`config.mk`:
```
export PLATFORM = sky130hd
export DESIGN_NAME = vga_sync_decoder
export DESIGN_NICKNAME = d
export VERILOG_FILES = /design/src/rtl/vga_pkg.sv /design/src/rtl/vga_sync_decoder_sync_edge_detect.sv /design/src/rtl/vga_sync_decoder.sv
export SDC_FILE = /design/constraint.sdc
export NUM_CORES = 1
export LEC_CHECK = 0
export BUFFER_PORTS_ARGS = -buffer_cell sky130_fd_sc_hd__buf_2
export CAP_MARGIN = 0
export CORE_MARGIN = 5
export CORE_UTILIZATION = 25
export CTS_CLUSTER_SIZE = 16
export DETAILED_ROUTE_END_ITERATION = 10
export MAX_ROUTING_LAYER = met4
export PLACE_DENSITY = 0.44
export SLEW_MARGIN = 20
export SYNTH_ARGS = -nofsm -noshare
export SYNTH_HDL_FRONTEND = slang
export SYNTH_SLANG_ARGS = --single-unit
```
`constraint.sdc`:
```
create_clock -name clk -period 2.5 [get_ports clk]
set_clock_uncertainty 0.1 [all_clocks]
set_input_delay 0.125 -clock clk [delete_from_list [all_inputs] [get_ports clk]]
set_output_delay 0.125 -clock clk [all_outputs]
set_load 0.005 [all_outputs]
```
`src/rtl/vga_pkg.sv`:
```
// vga_pkg: shared 640x480@60 mode constants, counter widths and the sync
// decoder state encoding. Used by both the VGA generator and vga_sync_decoder.
package vga_pkg;

    // 640x480@60 horizontal timing, in pixel clocks
    localparam int VGA_H_VISIBLE = 640;
    localparam int VGA_H_FRONT   = 16;
    localparam int VGA_H_SYNC    = 96;
    localparam int VGA_H_BACK    = 48;
    localparam int VGA_H_TOTAL   = VGA_H_VISIBLE + VGA_H_FRONT + VGA_H_SYNC + VGA_H_BACK;

    // 640x480@60 vertical timing, in lines
    localparam int VGA_V_VISIBLE = 480;
    localparam int VGA_V_FRONT   = 10;
    localparam int VGA_V_SYNC    = 2;
    localparam int VGA_V_BACK    = 33;
    localparam int VGA_V_TOTAL   = VGA_V_VISIBLE + VGA_V_FRONT + VGA_V_SYNC + VGA_V_BACK;

    // consecutive good lines needed before frame timing is checked
    localparam int VGA_LOCK_LINES = 4;

    localparam int X_W         = 10;
    localparam int Y_W         = 10;
    localparam int LINE_CNT_W  = 12;
    localparam int FRAME_CNT_W = 10;
    localparam int LOSS_CNT_W  = 8;

    typedef enum logic [1:0] {
        SEARCH,
        HLOCK,
        LOCKED
    } sync_state_t;

endpackage

```
`src/rtl/vga_sync_decoder_sync_edge_detect.sv`:
```
// sync_edge_detect: two-flop synchronizer for an asynchronous active-low sync
// input, plus a third flop to detect its falling edge.
//   clk      in   pixel-rate clock
//   reset_n  in   asynchronous active-low reset
//   din      in   asynchronous sync input (idle high)
//   fall     out  one-cycle pulse on synchronized 1->0 transition
// All flops reset to 1 (idle) so releasing reset never produces an edge.
module sync_edge_detect (
    input  logic clk,
    input  logic reset_n,
    input  logic din,
    output logic fall
);

    logic s1;
    logic s2;
    logic s3;

    always_ff @(posedge clk or negedge reset_n) begin
        if (!reset_n) begin
            s1 <= 1'b1;
            s2 <= 1'b1;
            s3 <= 1'b1;
        end else begin
            s1 <= din;
            s2 <= s1;
            s3 <= s2;
        end
    end

    assign fall = s3 & ~s2;

endmodule

```
`src/rtl/vga_sync_decoder.sv`:
```
// vga_sync_decoder: receive side of the VGA generator. Samples hsync/vsync/RGB,
// recovers pixel coordinates, measures line and frame timing and reports lock.
//
// Ports:
//   clk          in   pixel-rate clock
//   reset_n      in   asynchronous active-low reset
//   hsync/vsync  in   active-low syncs, asynchronous to clk
//   red/green/blue in 2-bit colour components
//   locked       out  line and frame timing match the configured mode
//   x, y         out  recovered position (0..H_TOTAL-1, 0..V_TOTAL-1)
//   pixel        out  {red,green,blue} aligned with x/y
//   pixel_valid  out  locked and inside the visible area
//   frame_start  out  locked and at x==0, y==0
// With VGA_SYNC_STATS_EN defined, also:
//   line_period  out  last measured line length in clocks
//   frame_lines  out  last measured lines per frame
//   lock_loss    out  saturating count of LOCKED->SEARCH transitions
//
// Pin-to-output latency is 3 clocks for pixel, x, y and the valid signals:
// two synchronizer stages plus the edge-detect / coordinate register stage.
//
// state  | meaning
// -------+-----------------------------------------------------------------
// SEARCH | counting consecutive good lines
// HLOCK  | line timing good; first vsync arms, next vsync checks frame length
// LOCKED | line and frame timing match the mode
module vga_sync_decoder
    import vga_pkg::*;
#(
    parameter int H_VISIBLE  = VGA_H_VISIBLE,
    parameter int H_FRONT    = VGA_H_FRONT,
    parameter int H_SYNC     = VGA_H_SYNC,
    parameter int H_BACK     = VGA_H_BACK,
    parameter int V_VISIBLE  = VGA_V_VISIBLE,
    parameter int V_FRONT    = VGA_V_FRONT,
    parameter int V_SYNC     = VGA_V_SYNC,
    parameter int V_BACK     = VGA_V_BACK,
    parameter int LOCK_LINES = VGA_LOCK_LINES
) (
    input  logic                   clk,
    input  logic                   reset_n,
    input  logic                   hsync,
    input  logic                   vsync,
    input  logic [1:0]             red,
    input  logic [1:0]             green,
    input  logic [1:0]             blue,
    output logic                   locked,
    output logic [X_W-1:0]         x,
    output logic [Y_W-1:0]         y,
    output logic [5:0]             pixel,
    output logic                   pixel_valid,
    output logic                   frame_start
`ifdef VGA_SYNC_STATS_EN
    ,
    output logic [LINE_CNT_W-1:0]  line_period,
    output logic [FRAME_CNT_W-1:0] frame_lines,
    output logic [LOSS_CNT_W-1:0]  lock_loss
`endif
);

    localparam int H_TOTAL = H_VISIBLE + H_FRONT + H_SYNC + H_BACK;
    localparam int V_TOTAL = V_VISIBLE + V_FRONT + V_SYNC + V_BACK;
    localparam int GOOD_W  = $clog2(LOCK_LINES + 1);

    localparam logic [X_W-1:0]         X_LAST     = X_W'(H_TOTAL - 1);
    localparam logic [X_W-1:0]         X_LOAD     = X_W'(H_VISIBLE + H_FRONT);
    localparam logic [X_W-1:0]         X_VIS      = X_W'(H_VISIBLE);
    localparam logic [Y_W-1:0]         Y_LAST     = Y_W'(V_TOTAL - 1);
    localparam logic [Y_W-1:0]         Y_LOAD     = Y_W'(V_VISIBLE + V_FRONT);
    localparam logic [Y_W-1:0]         Y_VIS      = Y_W'(V_VISIBLE);
    // cnt_line holds clocks-since-edge minus one at the next edge
    localparam logic [LINE_CNT_W-1:0]  LINE_GOOD  = LINE_CNT_W'(H_TOTAL - 1);
    localparam logic [LINE_CNT_W-1:0]  LINE_TMO   = LINE_CNT_W'(2 * H_TOTAL);
    localparam logic [FRAME_CNT_W-1:0] FRAME_GOOD = FRAME_CNT_W'(V_TOTAL);
    localparam logic [GOOD_W-1:0]      GOOD_LAST  = GOOD_W'(LOCK_LINES - 1);

    logic                   hs_fall;
    logic                   vs_fall;
    logic [5:0]             rgb_s1;
    logic [5:0]             rgb_s2;
    logic [LINE_CNT_W-1:0]  cnt_line;
    logic [FRAME_CNT_W-1:0] cnt_frame;
    logic                   good_line;
    logic                   good_frame;
    logic                   timeout;
    logic                   bad_line;
    sync_state_t            state;
    sync_state_t            state_nxt;
    logic [GOOD_W-1:0]      good_cnt;
    logic [GOOD_W-1:0]      good_cnt_nxt;
    logic                   armed;
    logic                   armed_nxt;

    sync_edge_detect u_hs_edge (
        .clk     (clk),
        .reset_n (reset_n),
        .din     (hsync),
        .fall    (hs_fall)
    );

    sync_edge_detect u_vs_edge (
        .clk     (clk),
        .reset_n (reset_n),
        .din     (vsync),
        .fall    (vs_fall)
    );

    // RGB takes three stages so it lines up with x/y, which update from the
    // edge-detect stage.
    always_ff @(posedge clk or negedge reset_n) begin
        if (!reset_n) begin
            rgb_s1 <= '0;
            rgb_s2 <= '0;
            pixel  <= '0;
        end else begin
            rgb_s1 <= {red, green, blue};
            rgb_s2 <= rgb_s1;
            pixel  <= rgb_s2;
        end
    end

    // hsync falls at the start of the sync pulse, i.e. x = visible + front porch
    always_ff @(posedge clk or negedge reset_n) begin
        if (!reset_n) begin
            x <= '0;
        end else if (hs_fall) begin
            x <= X_LOAD;
        end else if (x == X_LAST) begin
            x <= '0;
        end else begin
            x <= x + X_W'(1);
        end
    end

    always_ff @(posedge clk or negedge reset_n) begin
        if (!reset_n) begin
            y <= '0;
        end else if (vs_fall) begin
            y <= Y_LOAD;
        end else if (x == X_LAST && !hs_fall) begin
            y <= (y == Y_LAST) ? '0 : y + Y_W'(1);
        end
    end

    always_ff @(posedge clk or negedge reset_n) begin
        if (!reset_n) begin
            cnt_line <= '0;
        end else if (hs_fall) begin
            cnt_line <= '0;
        end else if (cnt_line != '1) begin
            cnt_line <= cnt_line + LINE_CNT_W'(1);
        end
    end

    // A line edge coinciding with the frame edge belongs to the new frame.
    always_ff @(posedge clk or negedge reset_n) begin
        if (!reset_n) begin
            cnt_frame <= '0;
        end else if (vs_fall) begin
            cnt_frame <= hs_fall ? FRAME_CNT_W'(1) : '0;
        end else if (hs_fall && cnt_frame != '1) begin
            cnt_frame <= cnt_frame + FRAME_CNT_W'(1);
        end
    end

    assign good_line  = (cnt_line == LINE_GOOD);
    assign good_frame = (cnt_frame == FRAME_GOOD);
    // cnt_line saturates past the threshold, so this fires once per dropout
    assign timeout    = !hs_fall && (cnt_line == LINE_TMO);
    assign bad_line   = hs_fall && !good_line;

    always_ff @(posedge clk or negedge reset_n) begin
        if (!reset_n) begin
            state    <= SEARCH;
            good_cnt <= '0;
            armed    <= 1'b0;
        end else begin
            state    <= state_nxt;
            good_cnt <= good_cnt_nxt;
            armed    <= armed_nxt;
        end
    end

    always_comb begin
        state_nxt    = state;
        good_cnt_nxt = good_cnt;
        armed_nxt    = armed;
        case (state)
            SEARCH: begin
                armed_nxt = 1'b0;
                if (timeout || bad_line) begin
                    good_cnt_nxt = '0;
                end else if (hs_fall) begin
                    if (good_cnt == GOOD_LAST) begin
                        state_nxt    = HLOCK;
                        good_cnt_nxt = '0;
                    end else begin
                        good_cnt_nxt = good_cnt + GOOD_W'(1);
                    end
                end
            end
            HLOCK: begin
                if (timeout || bad_line) begin
                    state_nxt = SEARCH;
                    armed_nxt = 1'b0;
                end else if (vs_fall) begin
                    if (!armed) begin
                        armed_nxt = 1'b1;
                    end else begin
                        state_nxt = good_frame ? LOCKED : SEARCH;
                        armed_nxt = 1'b0;
                    end
                end
            end
            LOCKED: begin
                if (timeout || bad_line || (vs_fall && !good_frame)) begin
                    state_nxt = SEARCH;
                end
            end
            default: begin
                state_nxt    = SEARCH;
                good_cnt_nxt = '0;
                armed_nxt    = 1'b0;
            end
        endcase
    end

    assign locked      = (state == LOCKED);
    assign pixel_valid = locked && (x < X_VIS) && (y < Y_VIS);
    assign frame_start = locked && (x == '0) && (y == '0);

`ifdef VGA_SYNC_STATS_EN
    logic lock_lost;

    assign lock_lost = (state == LOCKED) && (state_nxt == SEARCH);

    always_ff @(posedge clk or negedge reset_n) begin
        if (!reset_n) begin
            line_period <= '0;
            frame_lines <= '0;
            lock_loss   <= '0;
        end else begin
            if (hs_fall) begin
                line_period <= (cnt_line == '1) ? cnt_line : cnt_line + LINE_CNT_W'(1);
            end
            if (vs_fall) begin
                frame_lines <= cnt_frame;
            end
            if (lock_lost && lock_loss != '1) begin
                lock_loss <= lock_loss + LOSS_CNT_W'(1);
            end
        end
    end
`endif

endmodule

```
## Word-level counts from Yosys, hierarchy flattened

Index checks and enable logic that the tools add are counted.

- Flip-flop bits (word level): 72
- Input port bits: 10
- Output and inout port bits: 29
- Logic and storage cells: 97

- Add/subtract/negate cells: 5
- Magnitude comparators: 2
- Eq/ne operators: 17
- Multiplexer cells: 27
- Bitwise logic cells: 6
- Reductions and logical operators: 24

Operators with widths:

| operator | count |
|---|---|
| $mux 10 | 7 |
| $add 10x1->10 const B | 3 |
| $eq 10x10->1 const B | 3 |
| $mux 12 | 2 |
| $logic_not 10->1 | 2 |
| $mux 2 | 8 |
| $add 12x1->12 const B | 1 |
| $eq 12x10->1 const B | 1 |
| $eq 12x11->1 const B | 1 |
| $ne 12x12->1 const B | 1 |
| $lt 10x10->1 const B | 1 |
| $lt 10x9->1 const B | 1 |
| $ne 10x10->1 const B | 1 |
| $logic_and 1x1->1 | 9 |
| $mux 3 | 3 |
| $ne 3x3->1 const B | 3 |
| $ne 2x2->1 const B | 3 |
| $pmux 2 s3 | 1 |
| $pmux 3 s2 | 1 |
| $reduce_and 6->1 | 1 |
| $reduce_bool 2->1 | 3 |
| $mux 1 | 4 |
| $not 1->1 | 4 |
| $reduce_and 2->1 | 2 |
| other kinds (11) | 15 |

## Depth between registers and ports, before layout

Gate-level depths: netlist (run 1).

- Depth after elaboration: 8
- Depth in mapped cells: 7
- Depth with buffers taken out: 7

## Modules after synthesis

A second synthesis (run 1) with hierarchy kept.

- Cell total of the unflattened synthesis: 314
- Area total of the unflattened synthesis: 3329.4 µm²

By module, submodules not included:

| module | instances | cells an instance | area each (µm²) | seq. area each (µm²) |
|---|---|---|---|---|
| vga_sync_decoder | 1 | 306 | 3144.3 | 1651.6 |
| sync_edge_detect | 2 | 4 | 92.6 | 78.8 |

## Worst setup path after synthesis (run 1)

Ideal clock, no wire load.

- Path type: reg-to-output
- From: register x[0]
- To: output port frame_start
- Arrival: 1609 ps
- Data required time: 2275 ps
- Setup slack: 666 ps
- Stages on the path, launching flop included: 7
- Path buffers: 0
- Cell sequence: dfrtp_1 inv_1 ha_1 or4b_1 nor4_2 nand4b_1 nor4bb_1

- Word-level cells in the longest chain between the ends: 3

Ends and longest elaborated chain:

| what | RTL line | text |
|---|---|---|
| start: declaration | vga_sync_decoder.sv:48 | `output logic [X_W-1:0] x,` |
| start signal: assignment | vga_sync_decoder.sv:131 | `x <= x + X_W'(1);` |
| $logic_not 10->1 | vga_sync_decoder.sv:230 | `assign frame_start = locked && (x == '0) && (y == '0);` |
| $logic_and 1x1->1 (2 in series) | vga_sync_decoder.sv:230 |  |
| end: declaration | vga_sync_decoder.sv:52 | `output logic frame_start` |

Every way passes these cells.

## Final worst setup path (run 1)

Ends and elaborated chain as after synthesis.

==> metrics.log, run 1 <==
INFO  metric run_status = finished, final reports clean
INFO  metric layout.area.seq = 1810 um^2
INFO  metric grt_remaining_overflow = 0
INFO  metric multi_input_area = 1500 um^2
INFO  metric cpMaxStageDelayCell = sky130_fd_sc_hd__or4b_1
INFO  metric clk-insertion-delay-late = 0.34 ns
INFO  metric post-cts-setup-buffers = 0
INFO  metric pin_count_of_the_biggest_net_entering_global_routing = 73
INFO  metric cap_viol_max_count = 0
INFO  metric cts.sinks = 72
INFO  metric fmaxAchievable = 0.421 GHz
INFO  metric worstSetupStartpointType = flop
INFO  metric synth_top_flop_cell = sky130_fd_sc_hd__dfrtp_1
INFO  metric die_area = 16,100 um^2
INFO  metric yosys.area.top_type_share = 48.4%
INFO  metric layout_min_cycle_time = 2.38 ns
INFO  metric synth-seq-cells = 72
INFO  metric antenna_diode_instance_count = 0
INFO  metric viasPerCell = 4.61
INFO  metric critical_path_class = flop to output pin
INFO  metric initial_antenna_violation_count = 0
INFO  metric floorplan.die.height = 127 um
INFO  metric postLayoutCellArea = 4200 um^2
INFO  metric final_core_utilization = 31.6%
INFO  metric power.leakage = 1.87 nW
INFO  metric relSlewSlack = 39.3%
INFO  metric cp.required = 2.28 ns
INFO  metric worstSetupEndpointType = output pin
INFO  metric post-dp-hpwl = 5.09 mm
INFO  metric io_pins = 39
INFO  metric clock-root-buffer = sky130_fd_sc_hd__clkbuf_16
INFO  metric synth_sequential_area_ratio = 53.0%
INFO  metric final_layout_size_suffix_gt1_share = 18.6%
INFO  metric drtAntennaViolNets = 0
INFO  metric path_cells = inv_1, ha_1, or4b_1, nor4_2, nand4b_1, nor4bb_1, buf_2
INFO  metric firstDrtPassIters = 4
INFO  metric grt_setup_unrepaired = false
INFO  metric finalWirelength = 7.45 mm
INFO  metric timing.critical_path.arrival = 2.15 ns
INFO  metric post-place-cells = 538
INFO  metric hold_buffers = 9
INFO  metric final-instance-count-excl-fill = 563
INFO  metric rows = 42
INFO  metric synth.yosys.warnings = 0
INFO  metric routed_wire_length_per_instance = 13.2 um
INFO  metric vias_in_the_first_global_route = 2,475
INFO  metric cts_htree_levels = 3
INFO  metric measured_slew_at_the_worst_slew_check_pin = 0.911 ns
INFO  metric clk_pin_slew = 0.06 ns
INFO  metric drt_drc_violations_left = 0
INFO  metric synth_fp_nets = 349
INFO  metric drt-initial-drc-count = 180
INFO  metric synthCells = 327
INFO  metric routabilityCongestion = 0.746
INFO  metric grt.total_usage = 10.2%
INFO  metric grt_pass1_wl = 12.8 mm
INFO  metric syn-mean-instance-area = 10.4 um^2
INFO  metric final-hold-violation-count = 0
INFO  metric synth_edf_count = 0
INFO  metric commonest_non_fill_non_tap_cells_in_the_layout = sky130_fd_sc_hd__dfrtp_1 (66), sky130_fd_sc_hd__nor2_1 (39), sky130_fd_sc_hd__buf_2 (37)
INFO  metric biggest_area_contributors_in_the_synthesized_netlist = sky130_fd_sc_hd__dfrtp_1 (48%), sky130_fd_sc_hd__dfstp_2 (4.6%), sky130_fd_sc_hd__ha_1 (4.4%), sky130_fd_sc_hd__xor2_1 (4.4%), sky130_fd_sc_hd__nor2_1 (4.3%)
INFO  metric power.density_cell_area = 688 nW/um^2
INFO  metric ir_drop = 0.000240 V
INFO  metric cts_repair_resize_count = 0
INFO  metric synth_area = 3410 um^2
INFO  metric synth_top_cell_by_area = sky130_fd_sc_hd__dfrtp_1
INFO  metric start_util = 25.7%
INFO  metric n_fill_cell = 1,395
INFO  metric timing.final.setup_violations = 0
INFO  metric ys_async_sr_fraction = 100%
INFO  metric report.final.slew_viol_count = 0
INFO  metric layout-area-overhead-vs-synth = 23.1%
INFO  metric tritoncts = built
INFO  metric leading_cell_type_in_the_layout_fill_and_taps_excluded = sky130_fd_sc_hd__dfrtp_1
INFO  metric buf_inv_on_cp = 2
INFO  metric hold_class = flop to flop
INFO  metric yosysUniqueCellTypes = 53
INFO  metric max_fanout_on_critical_path = 6
INFO  metric nNetsFinal = 404
INFO  metric portBuffers = 38
INFO  metric dieWidth = 127 um
INFO  metric dpl-instance-area = 3830 um^2
INFO  metric core-area = 13,300 um^2
INFO  metric cpLargestDelayFamily = simple AND/OR/NAND/NOR gates
INFO  metric tcrit_tclk_final = 95.1%
INFO  metric clock_path_buffers = 2
INFO  metric via_count = 2,593
INFO  metric total_negative_slack_for_setup_checks = 0 ns
INFO  metric tritoncts.num_buffers = 9
INFO  metric critical_path.max_stage_delay = 0.47 ns
[flip-flops by register name, indices dropped and copies added, names as in the netlist]
name	cells
u_hs_edge.s1	1
pixel	6
good_cnt	3
state	2
rgb_s2	6
u_hs_edge.s3	1
cnt_line	12
rgb_s1	6
cnt_frame	10
y	10
armed	1
u_vs_edge.s2	1
u_hs_edge.s2	1
x	10
u_vs_edge.s1	1
u_vs_edge.s3	1
[worst reg2reg max path, stage by stage (launching register included)]
cell	delay, ns
sky130_fd_sc_hd__dfrtp_1	0.43
sky130_fd_sc_hd__ha_1	0.24
sky130_fd_sc_hd__and4_1	0.30
sky130_fd_sc_hd__nand4_2	0.27
sky130_fd_sc_hd__nor2_2	0.27
sky130_fd_sc_hd__nand2_1	0.10
sky130_fd_sc_hd__o311ai_1	0.22
[cell usage after synthesis, drive strengths merged, types with 8 or more instances]
cell   count
nor3       8
dfrtp     66
ha        12
o21ai     17
nand4     12
nand3     11
a21oi     10
and3       9
nor2      40
xor2      17
inv       16
nand2     21
[area by class of cell]
| type | instances | share of cell area (%) |
|---|---|---|
| sequential | 72 | 43.1 |
| timing repair buffer | 53 | 7.81 |
| inverter | 16 | 1.43 |
| clock inverter | 7 | 1.28 |
| clock buffer | 9 | 5.36 |
| multi-input combinational | 230 | 35.8 |
| tap | 176 | 5.24 |
[through the flow]
stage	hold slack [ns]	setup WS, ns	total power [mW]
global placement	0.133	0.466	1.70
CTS	0.250	0.0664	2.95
global route	0.251	0.00914	3.07
floorplan	-0.271	0.666	1.57
finish	0.246	0.124	2.89
detailed placement	0.134	0.445	1.70
[final timing paths]
kind | from | to | slack, ns | depth (start not counted)
worst min-delay path | rgb_s1[4]$_DFF_PN0_ | rgb_s2[4]$_DFF_PN0_ | 0.25 | 0
worst min register to register | rgb_s1[4]$_DFF_PN0_ | rgb_s2[4]$_DFF_PN0_ | 0.25 | 0
worst max-delay path | x[0]$_DFF_PN0_ | frame_start | 0.12 | 7
worst max register to register | x[0]$_DFF_PN0_ | y[7]$_DFFE_PN0P_ | 0.47 | 6
min in group asynchronous | reset_n | y[7]$_DFFE_PN0P_ | 0.38 | 2
max in group asynchronous | reset_n | cnt_line[4]$_DFFE_PN0P_ | 1.35 | 2
[per-layer routing]
layer,wire length [um],GRT usage [%]
met3,367,3.53
met1,3570,12.8
met2,3410,15.3
met4,106,3.41
met5,0,-
[cell families (layout without fill, tap and decap cells)]
family | Yosys count | in the layout | synth area share (%)
DFF | 72 | 72 | 53.0
buffers and inverters | 25 | 85 | 2.93
AOI/OAI and AO/OA | 54 | 54 | 10.0
xor gates and xnor gates | 22 | 22 | 5.65
and+or+nand+nor | 141 | 141 | 23.7
muxes | 1 | 1 | 0.293
adders and majority gates | 12 | 12 | 4.40
[power by group]
part           internal, mW  switching [mW]
clock                 0.679           0.522
sequential             1.26          0.0906
combinational         0.153           0.182
Power figures use the tool's default switching activity.
==> run 2: changes to the inputs <==
- REMOVE_ABC_BUFFERS: default -> 1
==> metrics.log, run 2 (synthesis results as in run 1) <==
INFO  metric hold_class = flop to flop
INFO  metric drt_drc_violations_left = 0 (unchanged)
INFO  metric drt-initial-drc-count = 130 (-28%)
INFO  metric grt_remaining_overflow = 0 (unchanged)
INFO  metric cts_htree_levels = 3 (unchanged)
INFO  metric firstDrtPassIters = 4 (unchanged)
INFO  metric commonest_non_fill_non_tap_cells_in_the_layout = sky130_fd_sc_hd__dfrtp_1 (65), sky130_fd_sc_hd__nor2_1 (39), sky130_fd_sc_hd__buf_2 (37)
INFO  metric routed_wire_length_per_instance = 13.0 um (-1.9%)
INFO  metric hold_depth = 0 (unchanged)
INFO  metric clock-root-buffer = sky130_fd_sc_hd__clkbuf_16
INFO  metric grt_pass1_wl = 12.6 mm (-1.3%)
INFO  metric ir_drop = 0.000296 V (+23%)
INFO  metric clk-insertion-delay-late = 0.34 ns (about the same)
INFO  metric fmaxAchievable = 0.404 GHz (-4.0%)
INFO  metric finalWirelength = 7.35 mm (-1.4%)
INFO  metric layout_min_cycle_time = 2.48 ns (+0.0996 ns)
INFO  metric largest_reg_flops = 12 (unchanged)
INFO  metric nNetsFinal = 407 (+0.74%)
INFO  metric worstReg2RegEnd = y[7]$_DFFE_PN0P_
INFO  metric routabilityCongestion = 0.760 (+1.9%)
INFO  metric cap_viol_max_count = 0 (unchanged)
INFO  metric floorplan.die.height = 127 um (unchanged)
INFO  metric antenna_diode_instance_count = 0 (unchanged)
INFO  metric critical_path_class = flop to output pin
INFO  metric overall_power_of_the_completed_layout = 3.05 mW (+5.5%)
INFO  metric grt_setup_unrepaired = true
INFO  metric clock_path_buffers = 2 (unchanged)
INFO  metric tritoncts.num_buffers = 9 (unchanged)
INFO  metric power.leakage = 1.90 nW (+1.7%)
INFO  metric worstSetupStartpointType = flop
INFO  metric core-area = 13,300 um^2 (unchanged)
INFO  metric r2r_slack = 0.35 ns (-0.12 ns)
INFO  metric drtAntennaViolNets = 0 (unchanged)
INFO  metric via_count = 2,573 (-0.77%)
INFO  metric final_layout_size_suffix_gt1_share = 20.5% (+1.9 points)
INFO  metric vias_in_the_first_global_route = 2,520 (+1.8%)
INFO  metric io_pins = 39 (unchanged)
INFO  metric register_containing_the_most_flip_flops_in_the_final_layout = cnt_line
INFO  metric viasPerCell = 4.55 (-1.3%)
INFO  metric start_util = 25.7% (unchanged)
INFO  metric measured_slew_at_the_worst_slew_check_pin = 0.936 ns (+0.0249 ns)
INFO  metric portBuffers = 38 (unchanged)
INFO  metric max_fanout_on_critical_path = 4 (-2)
INFO  metric dieWidth = 127 um (unchanged)
INFO  metric hold_path_end = pixel[3]$_DFF_PN0_
INFO  metric report.final.slew_viol_count = 0 (unchanged)
INFO  metric pin_count_of_the_biggest_net_entering_global_routing = 73 (unchanged)
INFO  metric run_status = finished, final reports clean
INFO  metric relSlewSlack = 37.6% (-1.7 points)
INFO  metric rr_worst_depth = 7 (+1)
INFO  metric timing.critical_path.arrival = 2.25 ns (+0.10 ns)
INFO  metric min_from = rgb_s2[3]$_DFF_PN0_
INFO  metric grt.total_usage = 9.95% (-0.22 points)
INFO  metric tcrit_tclk_final = 99.0% (+4.0 points)
INFO  metric rows = 42 (unchanged)
INFO  metric worstSetupEndpointType = output pin
INFO  metric die_area = 16,100 um^2 (unchanged)
INFO  metric critical_path.reg2reg.startpoint = x[1]$_DFF_PN0_
INFO  metric layout-area-overhead-vs-synth = 25.3%
INFO  metric cp.required = 2.28 ns (about the same)
INFO  metric timing.final.setup_violations = 0 (unchanged)
INFO  metric initial_antenna_violation_count = 0 (unchanged)
INFO  metric clk_pin_slew = 0.06 ns (about the same)
INFO  metric tritoncts = built
INFO  metric post-place-cells = 538 (unchanged)
INFO  metric power.density_cell_area = 713 nW/um^2 (+3.6%)
INFO  metric post-dp-hpwl = 5.03 mm (-1.2%)
INFO  metric final-instance-count-excl-fill = 566 (+0.53%)
INFO  metric leading_cell_type_in_the_layout_fill_and_taps_excluded = sky130_fd_sc_hd__dfrtp_1
INFO  metric final-hold-violation-count = 0 (unchanged)
INFO  metric cts.sinks = 72 (unchanged)
-- run 2: what timing repair did --
item,4_1_cts,5_1_grt
hold endpoints to repair,74,0
hold buffers,9,0
endpoints found under the setup margin,0,1
gates resized for setup,0,7
setup buffers,0,3
-- run 2: cell type report --
class | count | area, um^2
multi-input cells | 230 | 1530
inverters | 16 | 60.1
fillers | 1375 | 9020
clock buffers | 9 | 225
clock inverters | 7 | 82.6
repair buffers | 56 | 350
well taps | 176 | 220
flip-flops and latches | 72 | 1810
-- run 2: per-stage QoR --
stage          instance area [um^2]  hold WS, ns  setup slack [ns]  util, %  setup TNS (ns)
6_report                       4280        0.249            0.0241     32.2               0
5_1_grt                        4280        0.256           -0.0857     32.2         -0.0857
4_1_cts                        4230        0.251            0.0330     31.8               0
3_5_place_dp                   3830        0.134             0.382     28.8               0
3_3_place_gp                   3830        0.131             0.453     28.8               0
2_1_floorplan                  3370       -0.271             0.227        -               0
-- run 2: report_power, final --
group	leakage [nW]	internal, mW	total, mW	switching (mW)
registers	0.879	1.26	1.35	0.0935
logic	0.876	0.173	0.365	0.192
clock network	0.145	0.790	1.33	0.539
-- run 2: worst max-delay path: stages (launching register included) --
cell,delay (ns)
sky130_fd_sc_hd__dfrtp_2,0.43
sky130_fd_sc_hd__inv_2,0.07
sky130_fd_sc_hd__ha_4,0.11
sky130_fd_sc_hd__or4b_4,0.47
sky130_fd_sc_hd__nor4_4,0.23
sky130_fd_sc_hd__nand4b_1,0.12
sky130_fd_sc_hd__nor4bb_1,0.32
sky130_fd_sc_hd__buf_2,0.17
-- run 2: worst max path at each step --
stage,start,end,slack (ns),depth (start not counted)
global placement,x[0]$_DFF_PN0_,y[7]$_DFFE_PN0P_,0.45,6
finish,x[0]$_DFF_PN0_,frame_start,0.02,7
detailed placement,x[0]$_DFF_PN0_,y[7]$_DFFE_PN0P_,0.38,6
CTS,x[0]$_DFF_PN0_,frame_start,0.03,7
global route,x[0]$_DFF_PN0_,frame_start,-0.09,7
floorplan,u_hs_edge.s3$_DFF_PN1_,state[1]$_DFFE_PN0P_,0.23,5
-- run 2: metal layers --
metal | GRT usage [%] | routed length (um) | vias up
met5 | - | 0 | -
met4 | 3.22 | 90 | 0
met3 | 2.94 | 354 | 7
met2 | 14.9 | 3290 | 41
met1 | 13.0 | 3620 | 1241
li1 | - | - | 1284
